==> src/rtl/temp_sensor_reader.sv <==
// SPI read master for the MAX6630 temperature sensor: clocks out one 16-bit
// frame per request and strobes the captured 13-bit temperature and status bits.
module temp_sensor_reader #(
    parameter int C_TEMP_SENSOR_PO_WL   = 16,
    parameter int C_TEMP_SENSOR_DATA_WL = 13,
    parameter int C_SCK_HALF_CYC        = 10,
    parameter int C_CS_SETUP_CYC        = 10,
    parameter int C_CS_IDLE_CYC         = 16
) (
    input  logic                             Clk_IN,
    input  logic                             Rst_n_IN,
    input  logic                             Start_IN,
    input  logic                             Auto_IN,
    input  logic                             Temp_sensor_SO_IN,
    output logic                             Temp_sensor_CS_OUT,
    output logic                             Temp_sensor_SCK_OUT,
    output logic [C_TEMP_SENSOR_DATA_WL-1:0] Temp_data_OUT,
    output logic [2:0]                       Temp_status_OUT,
    output logic                             Frame_error_OUT,
    output logic                             Data_valid_OUT,
    output logic                             Busy_OUT
);

    localparam int C_CYC_MAX_A = (C_SCK_HALF_CYC > C_CS_SETUP_CYC) ? C_SCK_HALF_CYC : C_CS_SETUP_CYC;
    localparam int C_CYC_MAX   = (C_CYC_MAX_A > C_CS_IDLE_CYC) ? C_CYC_MAX_A : C_CS_IDLE_CYC;
    localparam int C_CYC_W     = (C_CYC_MAX > 1) ? $clog2(C_CYC_MAX) : 1;
    localparam int C_BIT_W     = $clog2(C_TEMP_SENSOR_PO_WL + 1);

    localparam logic [C_CYC_W-1:0] C_SETUP_LAST = C_CYC_W'(C_CS_SETUP_CYC - 1);
    localparam logic [C_CYC_W-1:0] C_HALF_LAST  = C_CYC_W'(C_SCK_HALF_CYC - 1);
    localparam logic [C_CYC_W-1:0] C_IDLE_LAST  = C_CYC_W'(C_CS_IDLE_CYC - 1);
    localparam logic [C_BIT_W-1:0] C_BITS_ALL   = C_BIT_W'(C_TEMP_SENSOR_PO_WL);

    typedef enum logic [2:0] {
        S_IDLE,
        S_SETUP,
        S_SCK_HIGH,
        S_SCK_LOW,
        S_GAP
    } state_t;

    state_t                           r_state;
    logic [C_CYC_W-1:0]               r_cyc;
    logic [C_BIT_W-1:0]               r_bit_cnt;
    logic [C_TEMP_SENSOR_PO_WL-1:0]   r_shift;
    logic                             r_cs;
    logic                             r_sck;
    logic                             r_busy;
    logic                             r_valid;
    logic [C_TEMP_SENSOR_DATA_WL-1:0] r_data;
    logic [2:0]                       r_status;
    logic                             r_error;

    logic                             w_phase_done;
    logic [C_TEMP_SENSOR_PO_WL-1:0]   w_shift_next;

    always_comb begin
        w_phase_done = 1'b0;
        case (r_state)
            S_SETUP:              w_phase_done = (r_cyc == C_SETUP_LAST);
            S_SCK_HIGH, S_SCK_LOW: w_phase_done = (r_cyc == C_HALF_LAST);
            S_GAP:                w_phase_done = (r_cyc == C_IDLE_LAST);
            default:              w_phase_done = 1'b0;
        endcase
    end

    // SO is sampled raw: the SCK half-period already guarantees it has settled.
    assign w_shift_next = {r_shift[C_TEMP_SENSOR_PO_WL-2:0], Temp_sensor_SO_IN};

    // NOTE: the shift register sits in the async reset with everything else so a
    // mid-frame reset leaves no partial frame behind; all state uses non-blocking
    // assignments so the defaults at the top can be overridden later in the case.
    always_ff @(posedge Clk_IN or negedge Rst_n_IN) begin
        if (!Rst_n_IN) begin
            r_state   <= S_IDLE;
            r_cyc     <= '0;
            r_bit_cnt <= '0;
            r_shift   <= '0;
            r_cs      <= 1'b1;
            r_sck     <= 1'b0;
            r_busy    <= 1'b0;
            r_valid   <= 1'b0;
            r_data    <= '0;
            r_status  <= '0;
            r_error   <= 1'b0;
        end else begin
            r_valid <= 1'b0;
            if (r_state != S_IDLE) begin
                r_cyc <= w_phase_done ? '0 : r_cyc + C_CYC_W'(1);
            end
            case (r_state)
                S_IDLE: begin
                    r_cyc     <= '0;
                    r_bit_cnt <= '0;
                    if (Start_IN || Auto_IN) begin
                        r_state <= S_SETUP;
                        r_cs    <= 1'b0;
                        r_busy  <= 1'b1;
                    end
                end
                S_SETUP: begin
                    if (w_phase_done) begin
                        r_shift   <= w_shift_next;
                        r_bit_cnt <= r_bit_cnt + C_BIT_W'(1);
                        r_sck     <= 1'b1;
                        r_state   <= S_SCK_HIGH;
                    end
                end
                S_SCK_HIGH: begin
                    if (w_phase_done) begin
                        r_sck   <= 1'b0;
                        r_state <= S_SCK_LOW;
                    end
                end
                S_SCK_LOW: begin
                    if (w_phase_done) begin
                        if (r_bit_cnt == C_BITS_ALL) begin
                            // Final low phase doubles as the CS hold time.
                            r_cs     <= 1'b1;
                            r_data   <= r_shift[C_TEMP_SENSOR_PO_WL-1 -: C_TEMP_SENSOR_DATA_WL];
                            r_status <= r_shift[2:0];
                            r_error  <= r_shift[2];
                            r_valid  <= 1'b1;
                            r_state  <= S_GAP;
                        end else begin
                            r_shift   <= w_shift_next;
                            r_bit_cnt <= r_bit_cnt + C_BIT_W'(1);
                            r_sck     <= 1'b1;
                            r_state   <= S_SCK_HIGH;
                        end
                    end
                end
                S_GAP: begin
                    if (w_phase_done) begin
                        r_busy  <= 1'b0;
                        r_state <= S_IDLE;
                    end
                end
                default: begin
                    r_state <= S_IDLE;
                    r_cs    <= 1'b1;
                    r_sck   <= 1'b0;
                    r_busy  <= 1'b0;
                end
            endcase
        end
    end

    assign Temp_sensor_CS_OUT  = r_cs;
    assign Temp_sensor_SCK_OUT = r_sck;
    assign Temp_data_OUT       = r_data;
    assign Temp_status_OUT     = r_status;
    assign Frame_error_OUT     = r_error;
    assign Data_valid_OUT      = r_valid;
    assign Busy_OUT            = r_busy;

endmodule

==> config.mk <==
export PLATFORM = sky130hd
export DESIGN_NAME = temp_sensor_reader
export DESIGN_NICKNAME = d
export VERILOG_FILES = /design/src/rtl/temp_sensor_reader.sv
export SDC_FILE = /design/constraint.sdc
export NUM_CORES = 1
export LEC_CHECK = 0
export BUFFER_PORTS_ARGS = -buffer_cell sky130_fd_sc_hd__buf_2
export CORE_MARGIN = 3
export CORE_UTILIZATION = 35
export DETAILED_ROUTE_END_ITERATION = 8
export PLACE_DENSITY = 0.63
export SYNTH_ARGS = -nofsm -noshare
export SYNTH_HDL_FRONTEND = slang
export SYNTH_SLANG_ARGS = --single-unit
==> constraint.sdc <==
create_clock -name Clk_IN -period 2.1 [get_ports Clk_IN]
set_input_delay 0.63 -clock Clk_IN [delete_from_list [all_inputs] [get_ports Clk_IN]]
set_output_delay 0.63 -clock Clk_IN [all_outputs]
set_load 0.1 [all_outputs]
## After elaboration in Yosys (flattened, before gate mapping)

Cells that the tools add are included.
W data, S select, Z words.

| word-level totals | value |
|---|---|
| flip-flop bits (word level) | 49 |
| word-level logic and storage cells | 79 |
| output and inout bits | 21 |
| input port bits | 5 |

| operators by class | value |
|---|---|
| multiplexer cells | 33 |
| bitwise gates (word level) | 3 |
| add/sub/neg operators | 2 |
| reductions and logical operators | 16 |
| equality and inequality tests | 14 |

Operators with widths:

| operator | number |
|---|---|
| $mux W16 | 3 |
| $pmux W16 S2 | 1 |
| $mux W3 | 6 |
| $mux W5 | 3 |
| $pmux W3 S5 | 1 |
| $pmux W5 S3 | 1 |
| $ne A2 B2 Y1 const B | 7 |
| $mux W4 | 3 |
| $reduce_and A4 Y1 | 3 |
| $mux W1 | 11 |
| $reduce_and A5 Y1 | 2 |
| $eq A4 B4 Y1 const B | 2 |
| $eq A3 B2 Y1 const B | 2 |
| $pmux W1 S3 | 2 |
| $reduce_and A3 Y1 | 2 |
| $reduce_bool A3 Y1 | 2 |
| $reduce_or A3 Y1 | 2 |
| $add A5 B1 Y5 const B | 1 |
| $eq A5 B5 Y1 const B | 1 |
| $add A4 B1 Y4 const B | 1 |
| $pmux W1 S4 | 1 |
| $reduce_bool A2 Y1 | 2 |
| $eq A3 B1 Y1 const B | 1 |
| $eq A3 B3 Y1 const B | 1 |
| other kinds (5) | 7 |

## Logic depth before layout (Yosys ltp)

Gate-level depths: netlist of run 1.

| depth | value |
|---|---|
| word-level depth | 6 |
| gate-level depth with buffers | 9 |
| depth with buffers taken out | 7 |

## Least setup slack after synthesis of run 1

No wires, ideal clock.

| timing | value |
|---|---|
| kind | register to register |
| start | reg r_bit_cnt[0] |
| end | reg r_shift[15] |
| period minus slack after synthesis | 2.100 ns |
| stages on the path, launching flop included | 7 |
| setup slack | 0.000 ns |
| buffers on the path | 1 |
| data required time | 1.975 ns |
| arrival | 1.975 ns |
| cell sequence | dfrtp_1 -> inv_1 -> ha_1 -> and4bb_4 -> a2111oi_4 -> buf_6 -> mux2_4 |

| between the ends | value |
|---|---|
| longest elaborated chain between the ends | 3 |

Ends and longest elaborated chain:

| element | RTL line | RTL |
|---|---|---|
| from (decl) | 44 | `logic [C_BIT_W-1:0] r_bit_cnt;` |
| from (signal assigned) | 104 | `r_bit_cnt <= r_bit_cnt + C_BIT_W'(1);` |
| from (signal assigned) | 127 | `r_bit_cnt <= r_bit_cnt + C_BIT_W'(1);` |
| $eq A5 B5 Y1 | 117 | `if (r_bit_cnt == C_BITS_ALL) begin` |
| $ne A2 B2 Y1 (no source line) | - |  |
| $reduce_and A4 Y1 (no source line) | - |  |
| to (signal assigned) | 103 | `r_shift <= w_shift_next;` |
| to (signal assigned) | 126 | `r_shift <= w_shift_next;` |
| to (decl) | 45 | `logic [C_TEMP_SENSOR_PO_WL-1:0] r_shift;` |

No other way between the ends.
A chain may end at the register's enable or synchronous reset.

## Worst setup path after layout of run 1

| timing | value |
|---|---|
| start | reg r_bit_cnt[1] |
| end | reg r_status[1], in the netlist Temp_status_OUT[1] |

| between the ends | value |
|---|---|
| longest elaborated chain between the ends | 2 |

Ends and longest elaborated chain:

| element | RTL line | RTL |
|---|---|---|
| $eq A5 B5 Y1 | 117 |  |
| $reduce_and A3 Y1 (no source line) | - |  |
| to (signal assigned) | 121 | `r_status <= r_shift[2:0];` |
| to (decl) | 51 | `logic [2:0] r_status;` |

No other way between the ends.

==> results of run 1 <==
==> power groups by stage <==
stage          Sequential [W]  Clock, W  Combinational (W)
6_report              0.00122  0.000576           0.000695
5_1_grt               0.00125  0.000623           0.000769
4_1_cts               0.00122  0.000592           0.000700
3_5_place_dp          0.00124         0           0.000698
3_3_place_gp          0.00123         0           0.000683
2_1_floorplan         0.00133         0           0.000430
==> routing by layer <==
| metal | vias up | global-route usage |
|---|---|---|
| li1 | 651 | - |
| met1 | 684 | 0.148 |
| met2 | 28 | 0.187 |
| met3 | 5 | 0.0402 |
| met4 | 0 | 0.0439 |
| met5 | - | 0 |
==> path summary, 6_finish.rpt <==
| check | endpoint | depth (start not counted) |
|---|---|---|
| worst max-delay path | Temp_status_OUT[1] | 7 |
| worst min-delay path | Temp_data_OUT[3] | 1 |
| worst max register to register | Temp_status_OUT[1] | 7 |
| worst min register to register | Temp_data_OUT[6] | 1 |
| max in group asynchronous | Temp_sensor_CS_OUT | 2 |
| min in group Clk_IN | Temp_data_OUT[6] | 1 |
==> critical path: stages, from the launching register on <==
cell and delay, ns:
dfrtp_1 0.41, inv_1 0.07, ha_1 0.15, and4bb_4 0.27
nand2_1 0.08, or3_4 0.42, clkinv_2 0.12, mux2_2 0.34
==> cells by family (layout without fill, tap and decap cells) <==
family | after synthesis | in the layout | synth area share
buffers and inverters | 14 | 47 | 0.0408
AO/OA/AOI/OAI | 26 | 26 | 0.0898
multiplexers | 33 | 33 | 0.185
flip-flops | 48 | 48 | 0.560
AND/OR/NAND/NOR | 36 | 36 | 0.106
adder cells (fa/ha/maj) | 3 | 3 | 0.0175
==> registers in the layout, summed over array words and instances, names as in the netlist <==
register and cells:
Temp_sensor_CS_OUT 1, r_shift 16, Frame_error_OUT 1, r_cyc 4, Temp_data_OUT 13, Busy_OUT 1, Temp_status_OUT 2, Temp_sensor_SCK_OUT 1
r_bit_cnt 5, r_state 3, Data_valid_OUT 1
==> through the flow <==
| step | cells | setup WS [ns] | utilization | area (µm²) |
|---|---|---|---|---|
| detailed placement | 256 | 0.0759 | 0.413 | 2360 |
| finish | 265 | 0.130 | 0.432 | 2470 |
| floorplan | 160 | 0.0526 | - | 2150 |
| CTS | 264 | 0.0552 | 0.430 | 2450 |
| global route | 265 | 0.0543 | 0.432 | 2470 |
| global placement | 256 | 0.112 | 0.413 | 2360 |
==> final cells by class <==
cell class                 instances  area (µm²)
clock inverter                     1        8.76
fill                             530        3240
multi-input combinational         98         861
sequential                        48        1200
timing repair inverter             1        5.00
inverter                           4        20.0
clock buffer                       7        86.3
tap                               72        90.1
timing repair buffer              34         193
==> placed cells by master (no fill, tap or decap), types with 6 or more instances in the layout <==
cell type,instances
nand2_1,6
mux2_4,7
buf_4,9
a21oi_1,9
mux2_2,18
clkbuf_8,6
mux2_1,8
nor2_1,7
buf_2,25
dfrtp_1,47
==> run metrics, run 1 <==
DP HPWL=2770 µm; gr ovfl total=0; I/O pins=26; postcts setup bufs=0; drt drc=0; largest net degree at the start of global routing=26; Critical Path AT=2.17 ns; Peak Freq=507 MHz; pwr dens=1010 nW/µm²; P&R area growth vs syn=14.9%; Post-synth EDFFs=0; Top FF cell, synth=dfrtp_1; number of buffers inserted by hold repair at cts=0; Pleak=between 1 and 1.5 nW; post-synthesis sequential area ratio=0.560; top post-synthesis cells by count=47 x dfrtp_1, 18 x mux2_2, 9 x a21oi_1; CP Max Fanout=6; Slew Limit Fails=0; post-route ant nets=0; root buffer cell=clkbuf_8; worst slew pin tran=0.476 ns; vias in the first global route=1396; H-tree depth=2; IO buf count=25; Final period util=0.938; Tot GR Track Use=0.118; Final Setup Violations=0; power share of the clock group=0.231; share of layout cells above drive strength 1=0.399; TNS Setup=0 ns; final wirelength=between 3000 and 4000 µm; RSZ-0062 raised after global routing=false; Final Hold Fails=0; Final Critical Period=roughly 2.0 ns; synthesized area=2150 µm²; Max-slew headroom=0.680; global-route wire length before repair=6670 µm; Net Count, Synth=168; Yosys top cell by area=dfrtp_1; Met1 Wirelength=roughly 1800 µm; core area=approximately 5700 µm²; Switching Fraction=0.350; outcome=finished clean; Avg Cell Area, Syn=13.4 µm²; PostCTS Resize Cnt=0; DRT Pass-1 Iters=4; post-DR vias/cell=5.16; synthesized instance count=160; NetSw=between 0.0008 and 0.0009 W; CTS tree=done; Reg2Reg Launch Point=r_bit_cnt[1]; max-cap violation count=0; most area-consuming cells after synthesis=dfrtp_1 55%, mux2_2 9.4%, mux2_4 4.9%; Startpoint Class=flip-flop; P_int=0.00162 W; FF-to-FF setup slack=0.13 ns; clk buf depth=2; DRT iter0 DRCs=69; CP required=2.30 ns; combinational power share=0.279; Max Used Layer=met4; flops & latches, synth=48; Hold Slack=roughly 0.1 ns; Num CTS Buffers=5; Clock Sinks=48; worst clock skew=0.00786 ns; Worst-Skew Late Latency=0.30 ns; critical path type=flip-flop to flip-flop; Reg power frac=0.490; Critical Path Start=r_bit_cnt[1]; met2 WL post-DR=approximately 1900 µm; initial antenna violation count=0; initial core utilization=0.376; Die Y=84.3 µm; VDD IR max=511 µV; # diodes=0; die area=7110 µm²; std cell rows=27; Placer Congestion=0.847; Worst Hold Class=primary input to asynchronous set/reset pin; top-count cell post-synth=dfrtp_1; die width=84.3 µm; yosys warns=0; Worst-path clk slew=0.09 ns; CP Capture Type=flip-flop; routed length per placed instance=14.9 µm; Pwr Total=~0.0025 W; DR vias=around 1400; Post-synth ARST share=1.00; Cell variety after synth=43; nets=200; post-synth top area share=0.548; met3 WL post-DR=around 180 µm
No activity file was read; power rests on OpenSTA's default activity.
==> run 2, diff against run 1 <==
--- a/config.mk
+++ b/config.mk
@@ -6,10 +6,13 @@
 export NUM_CORES = 1
 export LEC_CHECK = 0
 export BUFFER_PORTS_ARGS = -buffer_cell sky130_fd_sc_hd__buf_2
+export CELL_PAD_IN_SITES_DETAIL_PLACEMENT = 1
+export CELL_PAD_IN_SITES_GLOBAL_PLACEMENT = 1
 export CORE_MARGIN = 3
 export CORE_UTILIZATION = 35
 export DETAILED_ROUTE_END_ITERATION = 8
-export PLACE_DENSITY = 0.63
+export PLACE_DENSITY = 0.73
+export SETUP_SLACK_MARGIN = 0.15
 export SYNTH_ARGS = -nofsm -noshare
 export SYNTH_HDL_FRONTEND = slang
 export SYNTH_SLANG_ARGS = --single-unit
==> run metrics, run 2 (same netlist as run 1, synthesis figures left out) <==
max reg flops=16 (unchanged); CP Capture Type=flip-flop (unchanged); Peak Freq=504 MHz (was 507 MHz); share of layout cells above drive strength 1=0.460 (was 0.399); Pleak=1.27 nW (was 1.22 nW); die area=7110 µm² (unchanged); Hold Slack=0.291 ns (was 0.100 ns); Critical Path AT=2.17 ns (about the same); Max-slew headroom=0.668 (was 0.680); FF-to-FF setup slack=0.12 ns (was 0.13 ns); Post-Route Utilization=0.460 (was 0.432); Tot GR Track Use=0.137 (was 0.118); DRT Pass-1 Iters=4 (unchanged); post-DR vias/cell=5.19 (was 5.16); Slew Limit Fails=0 (unchanged); DP HPWL=3010 µm (was 2770 µm); most common cell after layout, fill and taps aside=dfrtp_1 (unchanged); Startpoint Class=flip-flop (unchanged); initial core utilization=0.376 (unchanged); RSZ-0062 raised after global routing=true (was false); # diodes=0 (unchanged); Final Setup Violations=0 (unchanged); Worst-Skew Late Latency=0.31 ns (was 0.30 ns); vias in the first global route=1484 (was 1396); initial antenna violation count=0 (unchanged); root buffer cell=clkbuf_8 (unchanged); I/O pins=26 (unchanged); number of buffers inserted by hold repair at cts=0 (unchanged); Critical Path Start=r_bit_cnt[1] (unchanged); post-route ant nets=0 (unchanged); pwr dens=994 nW/µm² (was 1010 nW/µm²); Final Critical Period=1.98 ns (was 1.97 ns); Worst-path clk slew=0.10 ns (was 0.09 ns); TNS Setup=0 ns (unchanged); Num CTS Buffers=5 (unchanged); Reg2Reg Launch Point=r_bit_cnt[1] (unchanged); global-route wire length before repair=7710 µm (was 6670 µm); largest net degree at the start of global routing=49 (was 26); CP required=2.28 ns (was 2.30 ns); most frequent cells in the layout=46 x dfrtp_1, 25 x buf_2, 16 x mux2_4, 13 x mux2_2, 10 x buf_4 (was 47 x dfrtp_1, 25 x buf_2, 18 x mux2_2, 9 x a21oi_1, 9 x buf_4); P&R area growth vs syn=22.5% (was 14.9%); Clock Sinks=48 (unchanged); Reg power frac=0.468 (was 0.490); worst clock skew=0.0131 ns (was 0.00786 ns); IO buf count=25 (unchanged); final wirelength=4930 µm (was 3950 µm); worst slew pin tran=0.494 ns (was 0.476 ns); CTS tree=done (unchanged); max-cap violation count=0 (unchanged); drt drc=0 (unchanged); VDD IR max=587 µV (was 511 µV); gr ovfl total=0 (unchanged); largest reg by FF count=r_shift (unchanged); std cell rows=27 (unchanged); Final period util=0.944 (was 0.938); combinational power share=0.308 (was 0.279); die width=84.3 µm (unchanged); fill cell total of the finished layout=596 (was 530); H-tree depth=2 (unchanged); DRT iter0 DRCs=66 (was 69); NetSw=0.000928 W (was 0.000872 W); Die Y=84.3 µm (unchanged); power share of the clock group=0.225 (was 0.231); routed length per placed instance=18.1 µm (was 14.9 µm); Placer Congestion=0.730 (was 0.847); Final Hold Fails=0 (unchanged); Switching Fraction=0.355 (was 0.350); clk buf depth=2 (unchanged); critical path type=flip-flop to flip-flop (unchanged); core area=5710 µm² (unchanged); CP Max Fanout=5 (was 6); nets=207 (was 200); outcome=finished clean (unchanged); Worst Hold Class=primary input to asynchronous set/reset pin (unchanged); P_int=0.00169 W (was 0.00162 W); DR vias=1412 (was 1368)
run 2: cell count changes in the layout (fill, tap and decap cells not counted), moves of 2 or more:
cell        before  now
mux2_4           7   16
mux2_2          18   13
mux2_1           8    4
clkinvlp_4       0    3
buf_12           0    2
buf_6            0    2
clkbuf_16        0    2
clkinv_4         2    0
run 2: path summary, 6_finish.rpt:
| kind | end | cells after the start |
|---|---|---|
| max | Temp_data_OUT[9] | 7 |
| min | Temp_sensor_SCK_OUT | 2 |
| max reg2reg | Temp_data_OUT[9] | 7 |
| min reg2reg | Temp_data_OUT[7] | 1 |
| max in group asynchronous | Temp_sensor_CS_OUT | 2 |
| min in group Clk_IN | Temp_data_OUT[7] | 1 |
run 2: per-layer routing:
layer | GRT usage | share of wire | vias to the layer above
li1 | - | - | 658
met1 | 0.179 | 0.44 | 724
met2 | 0.225 | 0.51 | 24
met3 | 0.0412 | 0.040 | 6
met4 | 0.0351 | 0.012 | 0
met5 | 0 | 0 | -
run 2: cell type report:
class,count,area [µm²],share of cell area
well taps,72,90.1,0.0343
clock buffers,6,82.6,0.0314
flip-flops and latches,48,1200,0.458
repair buffers,41,313,0.119
repair inverters,1,7.51,0.00286
inverters,4,17.5,0.00666
clock inverters,2,15.0,0.00571
multi-input cells,98,900,0.342
run 2: power by group through the flow:
| stage | clock network (W) | registers (W) | logic [W] |
|---|---|---|---|
| after detailed placement | 0 | 0.00124 | 0.000720 |
| final | 0.000587 | 0.00122 | 0.000804 |
| after CTS | 0.000615 | 0.00122 | 0.000743 |
| after global placement | 0 | 0.00123 | 0.000699 |
| after global routing | 0.000647 | 0.00125 | 0.000888 |
| after floorplan | 0 | 0.00133 | 0.000433 |
run 2: per-stage QoR:
stage	cell area [µm²]	cells	total power, W	worst slack, ns
after CTS	2530	267	0.00258	0.129
final	2630	272	0.00261	0.117
after detailed placement	2380	254	0.00196	0.0313
after global routing	2630	272	0.00278	0.0688
after global placement	2380	254	0.00193	0.118
after floorplan	2160	160	0.00176	0.0941
run 2: critical path, cell delays in order, from the launching register on:
cell and delay, ns:
dfrtp_1 0.39, inv_1 0.06, ha_2 0.18, and4bb_4 0.26
nand2_2 0.07, or3_4 0.39, clkinvlp_4 0.19, mux2_4 0.32
run 2: what timing repair did:
item                       CTS  global route
setup endpoints to repair   16            34
hold endpoints to repair     0             0
gates cloned                 1             2
pin swaps                    1             1
buffers inserted             4             3
resized for setup            3             7
==> run 3, diff against run 2 <==
--- a/config.mk
+++ b/config.mk
@@ -5,14 +5,14 @@
 export SDC_FILE = /design/constraint.sdc
 export NUM_CORES = 1
 export LEC_CHECK = 0
-export BUFFER_PORTS_ARGS = -buffer_cell sky130_fd_sc_hd__buf_2
+export BUFFER_PORTS_ARGS = -buffer_cell sky130_fd_sc_hd__buf_4
 export CELL_PAD_IN_SITES_DETAIL_PLACEMENT = 1
 export CELL_PAD_IN_SITES_GLOBAL_PLACEMENT = 1
-export CORE_MARGIN = 3
 export CORE_UTILIZATION = 35
 export DETAILED_ROUTE_END_ITERATION = 8
 export PLACE_DENSITY = 0.73
 export SETUP_SLACK_MARGIN = 0.15
+export SLEW_MARGIN = 20
 export SYNTH_ARGS = -nofsm -noshare
 export SYNTH_HDL_FRONTEND = slang
 export SYNTH_SLANG_ARGS = --single-unit
==> run metrics, run 3 (same netlist as run 1, synthesis figures left out) <==
core area=5920 µm² (was 5710 µm²); IO buf count=25 (unchanged); Slew Limit Fails=0 (unchanged); Tot GR Track Use=0.155 (was 0.137); Worst-path clk slew=0.09 ns (was 0.10 ns); Peak Freq=512 MHz (was 504 MHz); final wirelength=4440 µm (was 4930 µm); worst path bufs/invs=2 (unchanged); CTS tree=done (unchanged); CP Max Fanout=5 (unchanged); fill cell total of the finished layout=628 (was 596); share of layout cells above drive strength 1=0.451 (was 0.460); Worst path slowest cell=or3_4 (was dfrtp_1); die width=80.3 µm (was 84.3 µm); Placer Congestion=0.724 (was 0.730); Final Setup Violations=0 (unchanged); outcome=finished clean (unchanged); critical path's top delay family=simple AND/OR/NAND/NOR gates (unchanged); max-cap violation count=0 (unchanged); most common cell after layout, fill and taps aside=dfrtp_1 (unchanged); number of buffers inserted by hold repair at cts=0 (unchanged); clk buf depth=2 (unchanged); post-route ant nets=0 (unchanged); drt drc=0 (unchanged); # diodes=0 (unchanged); vias in the first global route=1472 (was 1484); final non-filler cell total=270 (was 272); Crit path largest cell delay=0.42 ns (was 0.39 ns); CP required=2.29 ns (was 2.28 ns); crit path cell chain=inv_1 -> ha_4 -> and4bb_4 -> nand2_2 -> or3_4 -> clkinvlp_4 -> mux2_4 (was inv_1 -> ha_2 -> and4bb_4 -> nand2_2 -> or3_4 -> clkinvlp_4 -> mux2_4); largest reg by FF count=r_shift (unchanged); Max-slew headroom=0.601 (was 0.668); CP Capture Type=flip-flop (unchanged); pwr dens=1000 nW/µm² (was 994 nW/µm²); Die Y=80.3 µm (was 84.3 µm); VDD IR max=505 µV (was 587 µV); post-DR vias/cell=5.14 (was 5.19); DRT Pass-1 Iters=4 (unchanged); Final period util=0.930 (was 0.944); most frequent cells in the layout=46 x dfrtp_1, 35 x buf_4, 18 x mux2_2, 11 x mux2_4, 9 x a21oi_1 (was 46 x dfrtp_1, 25 x buf_2, 16 x mux2_4, 13 x mux2_2, 10 x buf_4); Final Hold Fails=0 (unchanged); routed length per placed instance=16.4 µm (was 18.1 µm); P&R area growth vs syn=20.9% (was 22.5%); DR vias=1388 (was 1412); std cell rows=28 (was 27); Inst Count DP=259 (was 254); DRT iter0 DRCs=70 (was 66); Startpoint Class=flip-flop (unchanged); root buffer cell=clkbuf_8 (unchanged); Worst-Skew Late Latency=0.29 ns (was 0.31 ns); worst slew pin tran=0.598 ns (was 0.494 ns); gr ovfl total=0 (unchanged); worst clock skew=0.00440 ns (was 0.0131 ns); max reg flops=16 (unchanged); initial core utilization=0.362 (was 0.376); Num CTS Buffers=5 (unchanged); critical path type=flip-flop to flip-flop (unchanged); H-tree depth=2 (unchanged); DP HPWL=3040 µm (was 3010 µm); global-route wire length before repair=7560 µm (was 7710 µm); Worst Hold Class=primary input to asynchronous set/reset pin (unchanged); TNS Setup=0 ns (unchanged); nets=202 (was 207); Critical Path AT=2.14 ns (was 2.17 ns); die area=6450 µm² (was 7110 µm²); I/O pins=26 (unchanged); initial antenna violation count=0 (unchanged); Final Critical Period=1.95 ns (was 1.98 ns); largest net degree at the start of global routing=49 (unchanged); Pleak=1.23 nW (was 1.27 nW); Clock Sinks=48 (unchanged); RSZ-0062 raised after global routing=true (unchanged)
==> run 3: worst register-to-register path: stages (launching register included) <==
cell and delay (ns):
dfrtp_1 0.40, inv_1 0.09, ha_4 0.13, and4bb_4 0.27, nand2_2 0.07, or3_4 0.42, clkinvlp_4 0.17, mux2_4 0.31
==> run 3: power breakdown <==
part	switching (W)	internal [W]	total, W	leakage (nW)
combinational	0.000443	0.000341	0.000784	0.550
clock	0.000320	0.000267	0.000587	0.0434
sequential	0.000163	0.00106	0.00122	0.635
==> run 3: per-layer routing <==
layer | global-route usage | vias to the layer above | routed length, µm
met5 | 0 | - | 0
met4 | 0.0268 | 0 | 23
met3 | 0.0352 | 4 | 146
met2 | 0.240 | 28 | 2090
met1 | 0.224 | 705 | 2180
li1 | - | 651 | -
==> run 3: what timing repair did <==
item | in CTS | in global routing
pin swaps | 1 | 2
endpoints found under the setup margin | 25 | 16
resized for setup | 2 | 3
buffers inserted | 2 | 0
cloned | 1 | 0
==> run 3: path summary, 6_finish.rpt <==
kind / start / endpoint / slack [ns] / depth (start not counted)
max: r_bit_cnt[1] / Temp_data_OUT[9] / 0.15 / 7
min: Rst_n_IN / r_bit_cnt[4] / 0.33 / 1
max reg2reg: r_bit_cnt[1] / Temp_data_OUT[9] / 0.15 / 7
min reg2reg: Temp_data_OUT[5] / Temp_data_OUT[5] / 0.50 / 1
max in group asynchronous: Rst_n_IN / Frame_error_OUT / 1.33 / 1
min in group Clk_IN: Temp_data_OUT[5] / Temp_data_OUT[5] / 0.50 / 1
==> run 3: final cells by class <==
type                            count  area [µm²]  area share
Sequential cell                    48        1200       0.464
Multi-Input combinational cell     98         891       0.343
Timing Repair Buffer               36         283       0.109
Tap cell                           75        93.8      0.0362
Clock buffer                        6        82.6      0.0318
Inverter                            4        17.5     0.00675
Clock inverter                      2        15.0     0.00579
Timing Repair inverter              1        7.51     0.00289
==> run 3: metrics by stage <==
stage | worst slack (ns) | hold WS [ns] | power, W | instance area (µm²) | util
floorplan | 0.0941 | 0.334 | 0.00176 | 2160 | -
global placement | 0.114 | 0.479 | 0.00196 | 2450 | 0.414
detailed placement | 0.0467 | 0.476 | 0.00200 | 2450 | 0.414
CTS | 0.138 | 0.359 | 0.00260 | 2580 | 0.436
global route | 0.0961 | 0.373 | 0.00275 | 2590 | 0.438
finish | 0.146 | 0.329 | 0.00260 | 2590 | 0.438
